## src/rtl/tpu_pkg.sv

```systemverilog
// Shared TPU definitions: default element width, matrix-slot geometry and the
// matrix loader state encoding.
package tpu_pkg;

  localparam int unsigned WIDTH_DEF = 8;
  localparam int unsigned NUM_SLOTS = 4;
  localparam int unsigned MAT_ELEMS = 4;
  localparam int unsigned ADDR_W    = 4;
  localparam int unsigned SLOT_W    = 2;
  localparam int unsigned CNT_W     = 2;

  typedef enum logic [1:0] {
    LD_IDLE = 2'd0,
    LD_LOAD = 2'd1,
    LD_DONE = 2'd2
  } loader_state_t;

  // Memory address of element idx of matrix slot: {slot, idx}.
  function automatic logic [ADDR_W-1:0] elem_addr(input logic [SLOT_W-1:0] slot,
                                                  input logic [CNT_W-1:0]  idx);
    return {slot, idx};
  endfunction

endpackage

```

## src/rtl/matrix_loader.sv

```systemverilog
// Matrix loader: accepts a row-major stream of MAT_ELEMS elements per matrix
// and writes them into one of NUM_SLOTS slots of the downstream memory.
//
// Ports:
//   clk, rst          clock, asynchronous active-high reset
//   in_valid/in_ready element beat handshake; in_data element value
//   in_sel            target slot, sampled on the first beat of a matrix only
//   hold              consumer stall, forces in_ready low
//   clear_loaded      clears all slot_loaded flags
//   mem_write_en/addr/data  registered memory write port (1-cycle latency)
//   slot_loaded       per-slot "fully written" flags
//   load_done         one-cycle pulse in the cycle after the last beat
module matrix_loader
  import tpu_pkg::*;
#(
  parameter int unsigned WIDTH = WIDTH_DEF
) (
  input  logic                 clk,
  input  logic                 rst,
  input  logic                 in_valid,
  input  logic [WIDTH-1:0]     in_data,
  input  logic [SLOT_W-1:0]    in_sel,
  output logic                 in_ready,
  input  logic                 hold,
  input  logic                 clear_loaded,
  output logic                 mem_write_en,
  output logic [ADDR_W-1:0]    mem_write_addr,
  output logic [WIDTH-1:0]     mem_data,
  output logic [NUM_SLOTS-1:0] slot_loaded,
  output logic                 load_done
);

  loader_state_t     state;
  logic [CNT_W-1:0]  count;
  logic [SLOT_W-1:0] slot;
  logic              accept;

  // Ready depends on state and hold only; held low during reset.
  assign in_ready = !rst && !hold && (state != LD_DONE);
  assign accept   = in_valid && in_ready;

  // Loader FSM with inline element counter, slot latch and flag register.
  always_ff @(posedge clk or posedge rst) begin
    if (rst) begin
      state          <= LD_IDLE;
      count          <= '0;
      slot           <= '0;
      mem_write_en   <= 1'b0;
      mem_write_addr <= '0;
      mem_data       <= '0;
      slot_loaded    <= '0;
      load_done      <= 1'b0;
    end else begin
      mem_write_en <= 1'b0;
      load_done    <= 1'b0;
      if (clear_loaded) slot_loaded <= '0;

      case (state)
        LD_IDLE: begin
          if (accept) begin
            slot           <= in_sel;
            count          <= CNT_W'(1);
            mem_write_en   <= 1'b1;
            mem_write_addr <= elem_addr(in_sel, CNT_W'(0));
            mem_data       <= in_data;
            state          <= LD_LOAD;
          end
        end

        LD_LOAD: begin
          if (accept) begin
            mem_write_en   <= 1'b1;
            mem_write_addr <= elem_addr(slot, count);
            mem_data       <= in_data;
            if (count == CNT_W'(MAT_ELEMS - 1)) begin
              // Pulse aligns with the DONE cycle.
              load_done <= 1'b1;
              state     <= LD_DONE;
            end else begin
              count <= count + CNT_W'(1);
            end
          end
        end

        LD_DONE: begin
          // Later assignment wins over the clear above for this slot's bit.
          slot_loaded[slot] <= 1'b1;
          count             <= '0;
          state             <= LD_IDLE;
        end

        default: begin
          state <= LD_IDLE;
        end
      endcase
    end
  end

endmodule

```

## config.mk

```make
export PLATFORM = sky130hd
export DESIGN_NAME = matrix_loader
export DESIGN_NICKNAME = d
export VERILOG_FILES = /design/src/rtl/tpu_pkg.sv /design/src/rtl/matrix_loader.sv
export SDC_FILE = /design/constraint.sdc
export NUM_CORES = 1
export LEC_CHECK = 0
export CAP_MARGIN = 25
export CORE_ASPECT_RATIO = 1.2
export CORE_UTILIZATION = 45
export CTS_CLUSTER_DIAMETER = 30
export CTS_CLUSTER_SIZE = 14
export DETAILED_ROUTE_END_ITERATION = 12
export PLACE_DENSITY_LB_ADDON = 0.12
export SYNTH_ARGS = -nofsm -noshare
export SYNTH_HDL_FRONTEND = slang
export SYNTH_SLANG_ARGS = --single-unit
```

## constraint.sdc

```tcl
create_clock -name clk -period 2.34 [get_ports clk]
set_input_delay 0.351 -clock clk [delete_from_list [all_inputs] [get_ports clk]]
set_output_delay 0.351 -clock clk [all_outputs]
set_load 0.005 [all_outputs]
```

* Yosys cells after proc, flatten, opt, wreduce, memory -nomap -nowiden
Index checks and enable logic that the tools add are counted.
Cells by class: add/sub/neg operators 1, $mul 0, divide/modulo/power cells 0, order comparisons 2, eq/ne operators 8, shift-type cells 0, multiplexer cells 19, bitwise operators 1, reduce and logical (&&, ||, !) cells 15
Operators by type and width (count):
- $mux 4 | 4
- $mux 2 | 5
- $ne 2x2->1 const B | 5
- $pmux 4 s2 | 1
- $mux 1 | 6
- $pmux 2 s3 | 1
- $reduce_and 3->1 | 2
- $eq 2x2->1 const B | 2
- $logic_and 1x1->1 | 4
- $or 4x4->4 | 1
- $pmux 2 s2 | 1
- $reduce_and 2->1 | 2
- $reduce_and 4->1 | 1
- $lt 2x3->1 const B | 1
- $reduce_bool 3->1 | 1
- $add 2x1->2 const B | 1
- $demux 1 s2 | 1
- $eq 2x1->1 const B | 1
- $ge 2x1->1 const B | 1
- $logic_not 1->1 | 2
- $logic_not 2->1 | 1
- $reduce_bool 2->1 | 1
- $reduce_or 2->1 | 1
Word-level totals: bits in registers 24, latch bits 0, bits in writable memories 0, bits in read-only memories 0, input bits 15, output and inout port bits 19, memories 0

* Depth between registers and ports, before layout
Gate-level depths: netlist of the first run.
depth in word-level cells 6, depth in mapped cells 8, gate-level depth less buffers 6

* Worst setup path before layout of the first run
OpenSTA, ideal clock, no wires.
path type register -> register, start reg state[0], end reg count[0], arrival 1.932 ns, data required time 2.214 ns, path slack 0.282 ns, stages on the path, launching flop included 7, buffers on the path 1, clock period less this slack 2.058 ns, cells stage by stage dfrtp_1 -> inv_1 -> ha_1 -> buf_6 -> or4b_4 -> a221o_1 -> a221o_1
On the way: longest elaborated chain between the ends 5
Ends and longest elaborated chain:
- start: declaration | RTL line matrix_loader.sv:33 | loader_state_t state;
- start signal: assignment | RTL line matrix_loader.sv:45 | state <= LD_IDLE;
- start signal: assignment | RTL line matrix_loader.sv:66 | state <= LD_LOAD;
- start signal: assignment | RTL line matrix_loader.sv:78 | state <= LD_DONE;
- $ne 2x2->1 | RTL line matrix_loader.sv:39 | assign in_ready = !rst && !hold && (state != LD_DONE);
- $logic_and 1x1->1 | RTL line matrix_loader.sv:39
- $logic_and 1x1->1 | RTL line matrix_loader.sv:40 | assign accept = in_valid && in_ready;
- $ne 2x2->1 (no line)
- $reduce_and 4->1 (no line)
- end signal: assignment | RTL line matrix_loader.sv:80 | count <= count + CNT_W'(1);
- end: declaration | RTL line matrix_loader.sv:34 | logic [CNT_W-1:0] count;
Several ways; a longest one is shown, not always the timed one. A chain may end at the register's enable or synchronous reset.

* Worst setup path after layout of the first run
start reg state[0], end out in_ready
On the way: longest elaborated chain between the ends 2
Ends and longest elaborated chain:
- $ne 2x2->1 | RTL line matrix_loader.sv:39
- $logic_and 1x1->1 | RTL line matrix_loader.sv:39
- end: declaration | RTL line matrix_loader.sv:23 | output logic in_ready,
Every way passes these cells.

==> Implementation_results.wiki, run 1 <==
{| class="wikitable"
! Metric !! Value
|-
| Status || completed
|-
| Share of async-settable or async-resettable flops after synthesis || 100%
|-
| Worst Setup End Kind || output port
|-
| Type of the worst setup path || reg2out
|-
| Share of the clock period used by the worst path after layout || 91.2%
|-
| Share of the synthesized netlist area taken by xor and xnor gates || 0%
|-
| Diodes inserted || 0
|-
| Maximum number of pins on one net before global-route repair || 25
|-
| Unrepaired setup endpoints after global routing || false
|-
| Yosys top cell by area || dfrtp_1
|-
| Via count || 780
|-
| Least-Margin Pin Slew || about 0.38 ns
|-
| Most common library cell in the layout ignoring fill and taps || clkdlybuf4s50_1
|-
| Power per standard cell area || 904 nW/µm²
|-
| Area grow syn2layout || 37.1%
|-
| Fraction of synthesized cell area taken by the top area cell type || 55.3%
|-
| Post-DP HPWL || 1.54 mm
|-
| Mean post-synth cell area || 12.6 µm²
|-
| Share of the yosys chip area belonging to registers || 55.3%
|-
| Initial core utilization || between 40% and 50%
|-
| Count of flip-flops with a built-in enable after synthesis || 0
|-
| Clock Sink Count || 24
|-
| Final estimated routing congestion in global placement || 0.775
|-
| Filler cell count || between 150 and 200
|-
| Net count of the finished layout || about 140
|-
| Synth Area in Adders || roughly 5.8%
|-
| Synth Area in Compound Gates || 11.4%
|-
| First DRT Iteration DRCs || 8
|-
| Startpoint of the worst register-to-register path || state[0]
|-
| Die Width || 46.8 µm
|-
| Clk_skew || 0.00849 ns
|-
| Reg2Reg Setup Slack || 0.25 ns
|-
| Fmax || 0.469 GHz
|-
| Leakage power summed over all cells || about 0.64 nW
|-
| PortBufs || 33
|-
| WL per Instance || around 13 µm
|-
| CTS tree || done
|-
| Overflow left after global routing || 0
|-
| Maximum clock insertion buffer count || 2
|-
| Number of buffers created by CTS || 3
|-
| Multiplexer area fraction after synthesis || 12.2%
|-
| # H-tree levels || 1
|-
| Final TNS setup || 0 ns
|-
| Path class of the lowest-slack min-delay path || in2async
|-
| Reg area || between 600 and 700 µm²
|-
| First-pass GRT wire length || 3.32 mm
|-
| Die extent in y || 55.8 µm
|-
| Top Family by Delay on Critical Path || buffers and inverters
|-
| Via-per-instance ratio || 5.06
|-
| Detail Route Antenna Nets || 0
|-
| Setup violators final || 0
|-
| Antenna violations before repair || 0
|-
| Via count of the first global-routing pass || 731
|-
| Area of the die || 2610 µm²
|-
| Hold buffer count at CTS || 0
|-
| Count of distinct cell types in the synthesized netlist || 28
|-
| Multi-input gate area || 427 µm²
|-
| Max-slew violation count || 0
|-
| Synth warnings || 0
|-
| Shortest clock period the worst path allows after layout || 2.13 ns
|-
| Ranking of synthesized cells by area || dfrtp_1 (55%), mux2_2 (7.3%), ha_1 (5.8%), inv_1 (3.1%), mux2_1 (3.1%)
|-
| I/O pin count || 34
|-
| Crit path buffers/inverters || 2
|-
| Floorplan Core Area || 2280 µm²
|-
| Utilization of the core after routing || 65.2%
|-
| Maximum capacitance violations || 0
|-
| Number of storage elements in the synthesis netlist || 24
|-
| Crit path DAT || ~1.8 ns
|-
| Hold Fails Final Rpt || 0
|-
| Sum of internal, switching and leakage power || 1.35 mW
|-
| Leading cell types in the layout, fill and taps excluded || clkdlybuf4s50_1 (33), dfrtp_1 (24), inv_1 (9)
|-
| Number of design rule violations left after detail routing || 0
|-
| Overall global routing resource usage || 17.5%
|-
| Endpoint of the worst setup timing path || in_ready
|-
| Root Driver || clkbuf_4
|-
| Primary FF master, synth || dfrtp_1
|-
| Share of layout cells above drive strength 1 || 15.4%
|-
| Logic depth of the worst register-to-register path || 5
|-
| Clock transition at the registers of the reported paths || 0.13 ns
|-
| Slew Limit Headroom || 74.9%
|-
| Detailed-routing iteration count for the pre-antenna-repair pass || 4
|-
| Longest individual stage delay on the worst path || approximately 0.53 ns
|-
| Data required time of the worst path || 1.99 ns
|-
| Combined area of all synthesized cells || between 1000 and 1500 µm²
|-
| Type of origin of the critical path || register
|-
| Number of instances in the synthesized netlist || 86
|-
| Max VDD drop || approximately 570 µV
|-
| Slowest-stage cell, CP || clkdlybuf4s50_1
|-
| Logic depth of the worst path, buffers included || 4
|-
| FP Rows || 19
|-
| Clock latency reported for the late side of the worst-skew pair || 0.31 ns
|-
| Synth Area in Simple Gates || under 10%
|-
| Crit path launch || state[0]
|-
| Post-synth net total || 106
|-
| Cell chain of the critical path || inv_1 -> ha_2 -> nor3_1 -> clkdlybuf4s50_1
|-
| Endpoint of the worst register-to-register path || count[0]
|-
| Worst-path fanout max || 8
|-
| Largest family of logic cells by synthesized area || multiplexers
|-
| WL final || 2.01 mm
|}
==> kinds of logic after synthesis <==
family                     after synthesis
buffers and inverters                   12
AOI/OAI and AO/OA                       17
and+or+nand+nor                         16
adders and majority gates                5
muxes                                   12
DFF                                     24
==> layer usage <==
| layer | vias to the layer above | track usage [%] | wire length, µm |
|---|---|---|---|
| li1 | 381 | - | - |
| met5 | - | 0 | 0 |
| met3 | 4 | 3.90 | 59 |
| met1 | 378 | 22.9 | 865 |
| met4 | 0 | 6.94 | 21 |
| met2 | 17 | 27.4 | 1060 |
==> worst register-to-register path, stage by stage, from the launching register on <==
cell and delay [ns]:
dfrtp_1 0.40, inv_1 0.09, ha_2 0.26, or4b_4 0.57
a221o_1 0.33, a221o_1 0.35
==> what timing repair did <==
item / 4_1_cts / 5_1_grt
buffers inserted: 0 / 0
endpoints found under the setup margin: 0 / 1
resized for setup: 0 / 1
==> cell usage after synthesis, drive strengths merged, types with 2 or more instances <==
library cell and n:
mux2 10, a32o 2, dfrtp 24, ha 5, a221o 2, nand2 6
nor4 2, mux2i 2, buf 3, o22ai 2, inv 9, a21oi 5
==> sequential cells by signal, indices dropped and copies added, names as in the netlist <==
signal / cells
load_done: 1
state: 2
mem_data: 8
mem_write_addr: 4
count: 2
slot_loaded: 4
slot: 2
mem_write_en: 1
==> power breakdown <==
group / leakage (nW) / switching, mW / internal [mW]
registers: 0.302 / 0.0891 / 0.541
logic: 0.315 / 0.181 / 0.321
clock network: 0.0210 / 0.119 / 0.0949
==> metrics by stage <==
| step | hold WS (ns) | setup slack [ns] | area [µm²] | cells |
|---|---|---|---|---|
| 2_1_floorplan | 0.366 | 0.282 | 1090 | 86 |
| 5_1_grt | 0.522 | 0.0986 | 1490 | 154 |
| 6_report | 0.496 | 0.207 | 1490 | 154 |
| 3_5_place_dp | 0.478 | 0.156 | 1450 | 150 |
| 4_1_cts | 0.501 | 0.104 | 1490 | 154 |
| 3_3_place_gp | 0.468 | 0.181 | 1450 | 150 |
==> how the worst min path moves through the flow <==
stage / slack [ns] / depth (start not counted) / endpoint / from
3_5_place_dp: 0.48 / 1 / mem_data[7] / mem_data[7]
3_3_place_gp: 0.47 / 1 / mem_data[7] / mem_data[7]
2_1_floorplan: 0.37 / 1 / count[0] / rst
5_1_grt: 0.52 / 1 / mem_write_addr[0] / mem_write_addr[0]
6_report: 0.50 / 3 / count[1] / rst
4_1_cts: 0.50 / 3 / slot[0] / rst
==> layout make-up <==
class	count	share of cell area [%]
sequential	24	40.3
timing repair buffer	36	23.7
clock buffer	4	2.44
multi-input combinational	50	28.7
tap	31	2.61
inverter	9	2.27
Note: power is estimated with default switching activity, not from simulation.
==> run 2, diff against run 1 <==
--- a/config.mk
+++ b/config.mk
@@ -11,7 +11,7 @@
 export CTS_CLUSTER_DIAMETER = 30
 export CTS_CLUSTER_SIZE = 14
 export DETAILED_ROUTE_END_ITERATION = 12
-export PLACE_DENSITY_LB_ADDON = 0.12
+export PLACE_DENSITY = 0.78
 export SYNTH_ARGS = -nofsm -noshare
 export SYNTH_HDL_FRONTEND = slang
 export SYNTH_SLANG_ARGS = --single-unit
==> constraint.sdc (replaced) <==
create_clock -name clk -period 2.34 [get_ports clk]
set_input_delay 0.468 -clock clk [delete_from_list [all_inputs] [get_ports clk]]
set_output_delay 0.468 -clock clk [all_outputs]
set_load 0.005 [all_outputs]
==> run 2 against run 1 <==
Net effect:
- sequential power is essentially flat
- setup slack got worse by 0.091 ns
- routed wire length rose by 6.5%
- die area unchanged
- highest routed layer unchanged
- fmax decreased by 4.1%
- final area grew 3.4%
- final cell count increased by 2.6%
- flip-flop and latch count is the same
- sequential share of layout area down 1.3 points
- global-route usage rose by 1.3 points
- combinational power grew 1%
==> Implementation_results.wiki, run 2 (synthesized netlist as in run 1, its figures left out) <==
{| class="wikitable"
! Metric !! Value
|-
| Status || completed
|-
| Maximum clock insertion buffer count || 2
|-
| Largest register by flop count || mem_data
|-
| Type of the worst setup path || in2out
|-
| Cell area after layout || 1540 µm²
|-
| Max VDD drop || 724 µV
|-
| Root Driver || clkbuf_4
|-
| Via count of the first global-routing pass || between 800 and 900
|-
| # H-tree levels || 1
|-
| Clk_skew || 0.00334 ns
|-
| Share of the clock period used by the worst path after layout || 95.1%
|-
| Final estimated routing congestion in global placement || between 0.7 and 0.8
|-
| Net count of the finished layout || ~150
|-
| Leakage power summed over all cells || about 0.67 nW
|-
| Die Width || 46.8 µm
|-
| Clock transition at the registers of the reported paths || between 0.1 and 0.15 ns
|-
| Shortest clock period the worst path allows after layout || 2.22 ns
|-
| Path class of the lowest-slack min-delay path || reg2reg
|-
| Worst-path fanout max || 2
|-
| Overall global routing resource usage || 18.8%
|-
| Setup violators final || 0
|-
| Power per standard cell area || 930 nW/µm²
|-
| WL per Instance || ~14 µm
|-
| Maximum capacitance violations || 0
|-
| Type of origin of the critical path || input pin
|-
| Share of layout cells above drive strength 1 || 18.9%
|-
| Reg area || ~600 µm²
|-
| Worst Setup End Kind || output port
|-
| Diodes inserted || 0
|-
| Number of flip-flops in the largest register || 8
|-
| Via-per-instance ratio || 5.09
|-
| Placed Cells incl. Taps || 153
|-
| Filler cell count || roughly 180
|-
| Slew Limit Headroom || 76.1%
|-
| Least-Margin Pin Slew || 0.359 ns
|-
| Leading cell types in the layout, fill and taps excluded || clkdlybuf4s50_1 (33), dfrtp_1 (24), inv_1 (9)
|-
| Hold buffer count at CTS || 0
|-
| Data required time of the worst path || 1.87 ns
|-
| Die extent in y || 55.8 µm
|-
| Largest registers || mem_data: 8 flops, mem_write_addr: 4 flops, slot_loaded: 4 flops
|-
| I/O pin count || 34
|-
| Area of the die || 2610 µm²
|-
| Floorplan Core Area || 2280 µm²
|-
| Overflow left after global routing || 0
|-
| Detail Route Antenna Nets || 0
|-
| Post-layout instance count excluding filler cells || 158
|-
| Worst hold slack across all endpoints || 0.506 ns
|-
| Post-DP HPWL || 1.68 mm
|-
| Via count || 804
|-
| First DRT Iteration DRCs || 33
|-
| Maximum number of pins on one net before global-route repair || 25
|-
| Initial core utilization || 47.6%
|-
| Number of design rule violations left after detail routing || 0
|-
| Max-slew violation count || 0
|-
| Cell Area, Placed || approximately 1500 µm²
|-
| Antenna violations before repair || 0
|-
| Final TNS setup || 0 ns
|-
| Detailed-routing iteration count for the pre-antenna-repair pass || 5
|-
| Most common library cell in the layout ignoring fill and taps || clkdlybuf4s50_1
|-
| WL final || 2.14 mm
|-
| Number of buffers created by CTS || 3
|-
| Crit path DAT || 1.76 ns
|-
| Fmax || between 0.4 and 0.5 GHz
|-
| PortBufs || 33
|-
| FP Rows || 19
|-
| Clock latency reported for the late side of the worst-skew pair || 0.30 ns
|-
| First-pass GRT wire length || roughly 3.6 mm
|-
| Area grow syn2layout || 41.8%
|-
| Hold Fails Final Rpt || 0
|-
| Unrepaired setup endpoints after global routing || false
|-
| Clock Sink Count || 24
|-
| Multi-input gate area || 432 µm²
|-
| CTS tree || done
|}
==> run 2: stage by stage <==
step	util, %	setup slack (ns)	power (mW)
after floorplan	-	0.282	0.875
after global placement	64.5	0.0963	1.12
after detailed placement	64.5	0.0415	1.14
after CTS	67.1	0.0310	1.44
after global routing	67.5	0.0247	1.52
final	67.5	0.116	1.43
==> run 2: worst max-delay path: stages <==
cell and delay, ns:
clkdlybuf4s50_1 0.43, buf_4 0.16, nor3_2 0.17, clkdlybuf4s50_1 0.53
==> run 2: power breakdown <==
| part | internal [mW] | switching [mW] | total (mW) |
|---|---|---|---|
| registers | 0.541 | 0.0919 | 0.633 |
| logic | 0.327 | 0.182 | 0.509 |
| clock network | 0.173 | 0.117 | 0.290 |
| total | 1.04 | 0.391 | 1.43 |
==> run 2: final timing paths <==
path,from,endpoint,slack [ns],depth (start not counted)
setup reg to reg,state[0],count[0],0.27,5
max in group asynchronous,rst,mem_data[6],1.41,4
setup / recovery,hold,in_ready,0.12,4
hold / removal,mem_data[2],mem_data[2],0.51,1
min in group asynchronous,rst,count[0],0.71,4
hold reg to reg,mem_data[2],mem_data[2],0.51,1
==> run 2: what timing repair did <==
item	in CTS	in global routing
resized for setup	1	1
pin swaps	0	0
setup endpoints to repair	1	1
setup buffers	0	1
==> run 2: cell type report <==
type | count | area share (%)
inverters | 9 | 2.19
multi-input cells | 50 | 28.0
well taps | 31 | 2.52
repair buffers | 40 | 24.9
clock inverters | 1 | 1.95
flip-flops and latches | 24 | 39.0
clock buffers | 3 | 1.46
==> run 2: metal layers <==
layer / track usage [%] / share of wire, % / vias up / routed length, µm
li1: - / - / 387 / -
met1: 22.3 / 41 / 390 / 877
met2: 31.5 / 52 / 25 / 1120
met3: 4.22 / 6.1 / 2 / 130
met4: 7.35 / 0.75 / 0 / 16
met5: 0 / 0 / - / 0
==> run 3, diff against run 2 <==
--- a/config.mk
+++ b/config.mk
@@ -7,11 +7,12 @@
 export LEC_CHECK = 0
 export CAP_MARGIN = 25
 export CORE_ASPECT_RATIO = 1.2
-export CORE_UTILIZATION = 45
+export CORE_UTILIZATION = 35
 export CTS_CLUSTER_DIAMETER = 30
 export CTS_CLUSTER_SIZE = 14
 export DETAILED_ROUTE_END_ITERATION = 12
-export PLACE_DENSITY = 0.78
+export GPL_ROUTABILITY_DRIVEN = 1
+export MAX_ROUTING_LAYER = met4
 export SYNTH_ARGS = -nofsm -noshare
 export SYNTH_HDL_FRONTEND = slang
 export SYNTH_SLANG_ARGS = --single-unit
==> run 3 against run 2 <==
Net effect:
- sequential share of layout area increased by 0.22 points
- critical path depth unchanged
- setup slack better by 0.010 ns
- clock power increased by 2%
- non-clock buffer count down 1
- clock skew up 0.0014 ns
- clock-buffer cell count unchanged
- via count up 0.75%
- sequential power up 0.6%
- utilization is 14 points lower
- power is essentially flat
- critical endpoint unchanged
==> Implementation_results.wiki, run 3 (synthesized netlist as in run 1, its figures left out) <==
{| class="wikitable"
! Metric !! Value
|-
| Clock Sink Count || 24
|-
| Area grow syn2layout || 41.0%
|-
| Initial core utilization || 37.9%
|-
| Type of origin of the critical path || register
|-
| Global-route track usage on met2 || a little under a quarter
|-
| Share of the clock period used by the worst path after layout || a little over nine tenths
|-
| Net count of the finished layout || 147
|-
| I/O pin count || 34
|-
| WL per Instance || 13.0 µm
|-
| Crit path DAT || 1.75 ns
|-
| Overall global routing resource usage || 15.2%
|-
| Root Driver || clkbuf_4
|-
| Shortest clock period the worst path allows after layout || 2.21 ns
|-
| Die Width || 52.9 µm
|-
| Power per standard cell area || between 900 and 1000 nW/µm²
|-
| Number of design rule violations left after detail routing || 0
|-
| Final estimated routing congestion in global placement || slightly above 0.8
|-
| Logic depth of the worst register-to-register path || 5
|-
| # H-tree levels || 1
|-
| Status || completed
|-
| Cell chain of the critical path || inv_1 -> ha_2 -> nor3_1 -> clkdlybuf4s50_1
|-
| Final TNS setup || 0 ns
|-
| Maximum clock insertion buffer count || 2
|-
| Clock transition at the registers of the reported paths || 0.13 ns
|-
| Least-Margin Pin Slew || 0.345 ns
|-
| Number of buffers inserted by post-CTS setup repair || 0
|-
| Max VDD drop || approximately 570 µV
|-
| Startpoint of the worst hold path || mem_data[1]
|-
| Via-per-instance ratio || slightly above 5
|-
| Filler cell count || between 200 and 300
|-
| Clk_skew || 0.00469 ns
|-
| Number of buffers created by CTS || 3
|-
| Path class of the lowest-slack min-delay path || reg2reg
|-
| Utilization of the core after routing || between 50 and 60%
|-
| Worst-path fanout max || 4
|-
| First DRT Iteration DRCs || 11
|-
| Diodes inserted || 0
|-
| Overflow left after global routing || 0
|-
| CTS tree || done
|-
| Highest-utilization routing layer at the global route stage || met2
|-
| Share of layout cells above drive strength 1 || 17.5%
|-
| Most common library cell in the layout ignoring fill and taps || clkdlybuf4s50_1
|-
| Number of flip-flops in the largest register || 8
|-
| First-pass GRT wire length || 3.67 mm
|-
| Slowest-stage cell, CP || clkdlybuf4s50_1
|-
| Met1 routing resource usage after global routing || 19.9%
|-
| M3 GR Usage || 3.41%
|-
| Largest register by flop count || mem_data
|-
| Maximum capacitance violations || 0
|-
| Data required time of the worst path || 1.87 ns
|-
| Number of stages on the worst hold path || 1
|-
| Floorplan Core Area || 2860 µm²
|-
| Area of the die || 3330 µm²
|-
| Hold-critical path endpoint || mem_data[1]
|-
| Die extent in y || 63.0 µm
|-
| Multi-input gate area || ~430 µm²
|-
| Endpoint of the worst register-to-register path || count[0]
|-
| Hold buffer count at CTS || 0
|-
| Leakage power summed over all cells || ~0.66 nW
|-
| Setup violators final || 0
|-
| Slew Limit Headroom || about 77%
|-
| Longest individual stage delay on the worst path || approximately 0.53 ns
|-
| FP Rows || 21
|-
| Top Family by Delay on Critical Path || buffers and inverters
|-
| Type of the worst setup path || reg2out
|-
| WL final || around 2.1 mm
|-
| Reg area || 601 µm²
|-
| Detail Route Antenna Nets || 0
|-
| Via count of the first global-routing pass || 847
|-
| Max-slew violation count || 0
|-
| Unrepaired setup endpoints after global routing || false
|-
| Antenna violations before repair || 0
|-
| Startpoint of the worst register-to-register path || state[0]
|-
| Fmax || ~0.45 GHz
|-
| Leading cell types in the layout, fill and taps excluded || clkdlybuf4s50_1 (33), dfrtp_1 (24), inv_1 (9)
|-
| Worst Setup End Kind || output port
|-
| Detailed-routing iteration count for the pre-antenna-repair pass || 4
|-
| Clock latency reported for the late side of the worst-skew pair || 0.31 ns
|-
| Maximum number of pins on one net before global-route repair || 25
|-
| Largest registers || mem_data: 8 flops, mem_write_addr: 4 flops, slot_loaded: 4 flops
|-
| Via count || 810
|-
| Post-DP HPWL || 1.58 mm
|-
| PortBufs || 33
|-
| Crit path buffers/inverters || 2
|-
| Reg2Reg Setup Slack || 0.27 ns
|-
| Hold Fails Final Rpt || 0
|}
run 3: where the power goes:
group	internal (mW)	switching [mW]	leakage [nW]
Clock	0.173	0.122	0.0279
Sequential	0.541	0.0953	0.302
Combinational	0.324	0.178	0.331
run 3: final cells by class:
class / instances / share of cell area (%)
flip-flops and latches: 24 / 39.2
repair buffers: 39 / 24.5
clock inverters: 1 / 1.96
well taps: 34 / 2.78
multi-input cells: 50 / 27.9
inverters: 9 / 2.21
clock buffers: 3 / 1.47
run 3: worst max path at each step:
| stage | cells after the start | slack, ns | from | end |
|---|---|---|---|---|
| 2_1_floorplan | 6 | 0.28 | state[0] | count[0] |
| 3_3_place_gp | 4 | 0.04 | rst | count[0] |
| 3_5_place_dp | 4 | 0.004 | rst | count[0] |
| 4_1_cts | 4 | 0.04 | state[0] | in_ready |
| 5_1_grt | 4 | 0.02 | state[0] | in_ready |
| 6_report | 4 | 0.13 | state[0] | in_ready |
run 3: routing by layer:
| metal | wire length [µm] | up-vias | share of wire (%) |
|---|---|---|---|
| met5 | 0 | - | 0 |
| met2 | 1020 | 28 | 49 |
| met4 | 18 | 0 | 0.87 |
| met3 | 114 | 2 | 5.5 |
| met1 | 925 | 395 | 45 |
| li1 | - | 385 | - |
run 3: metrics by stage:
step	hold WS [ns]	power, mW	worst slack, ns	area (µm²)	std cells
after floorplan	0.483	0.875	0.282	1090	86
after global placement	0.475	1.14	0.0350	1480	156
after detailed placement	0.483	1.15	0.00432	1480	156
after CTS	0.518	1.45	0.0414	1530	160
after global routing	0.538	1.54	0.0200	1530	160
final	0.519	1.43	0.126	1530	160
run 3: what timing repair did:
item	CTS	global route
setup endpoints to repair	0	1
endpoints found under the hold margin	0	0
gates resized for setup	0	1
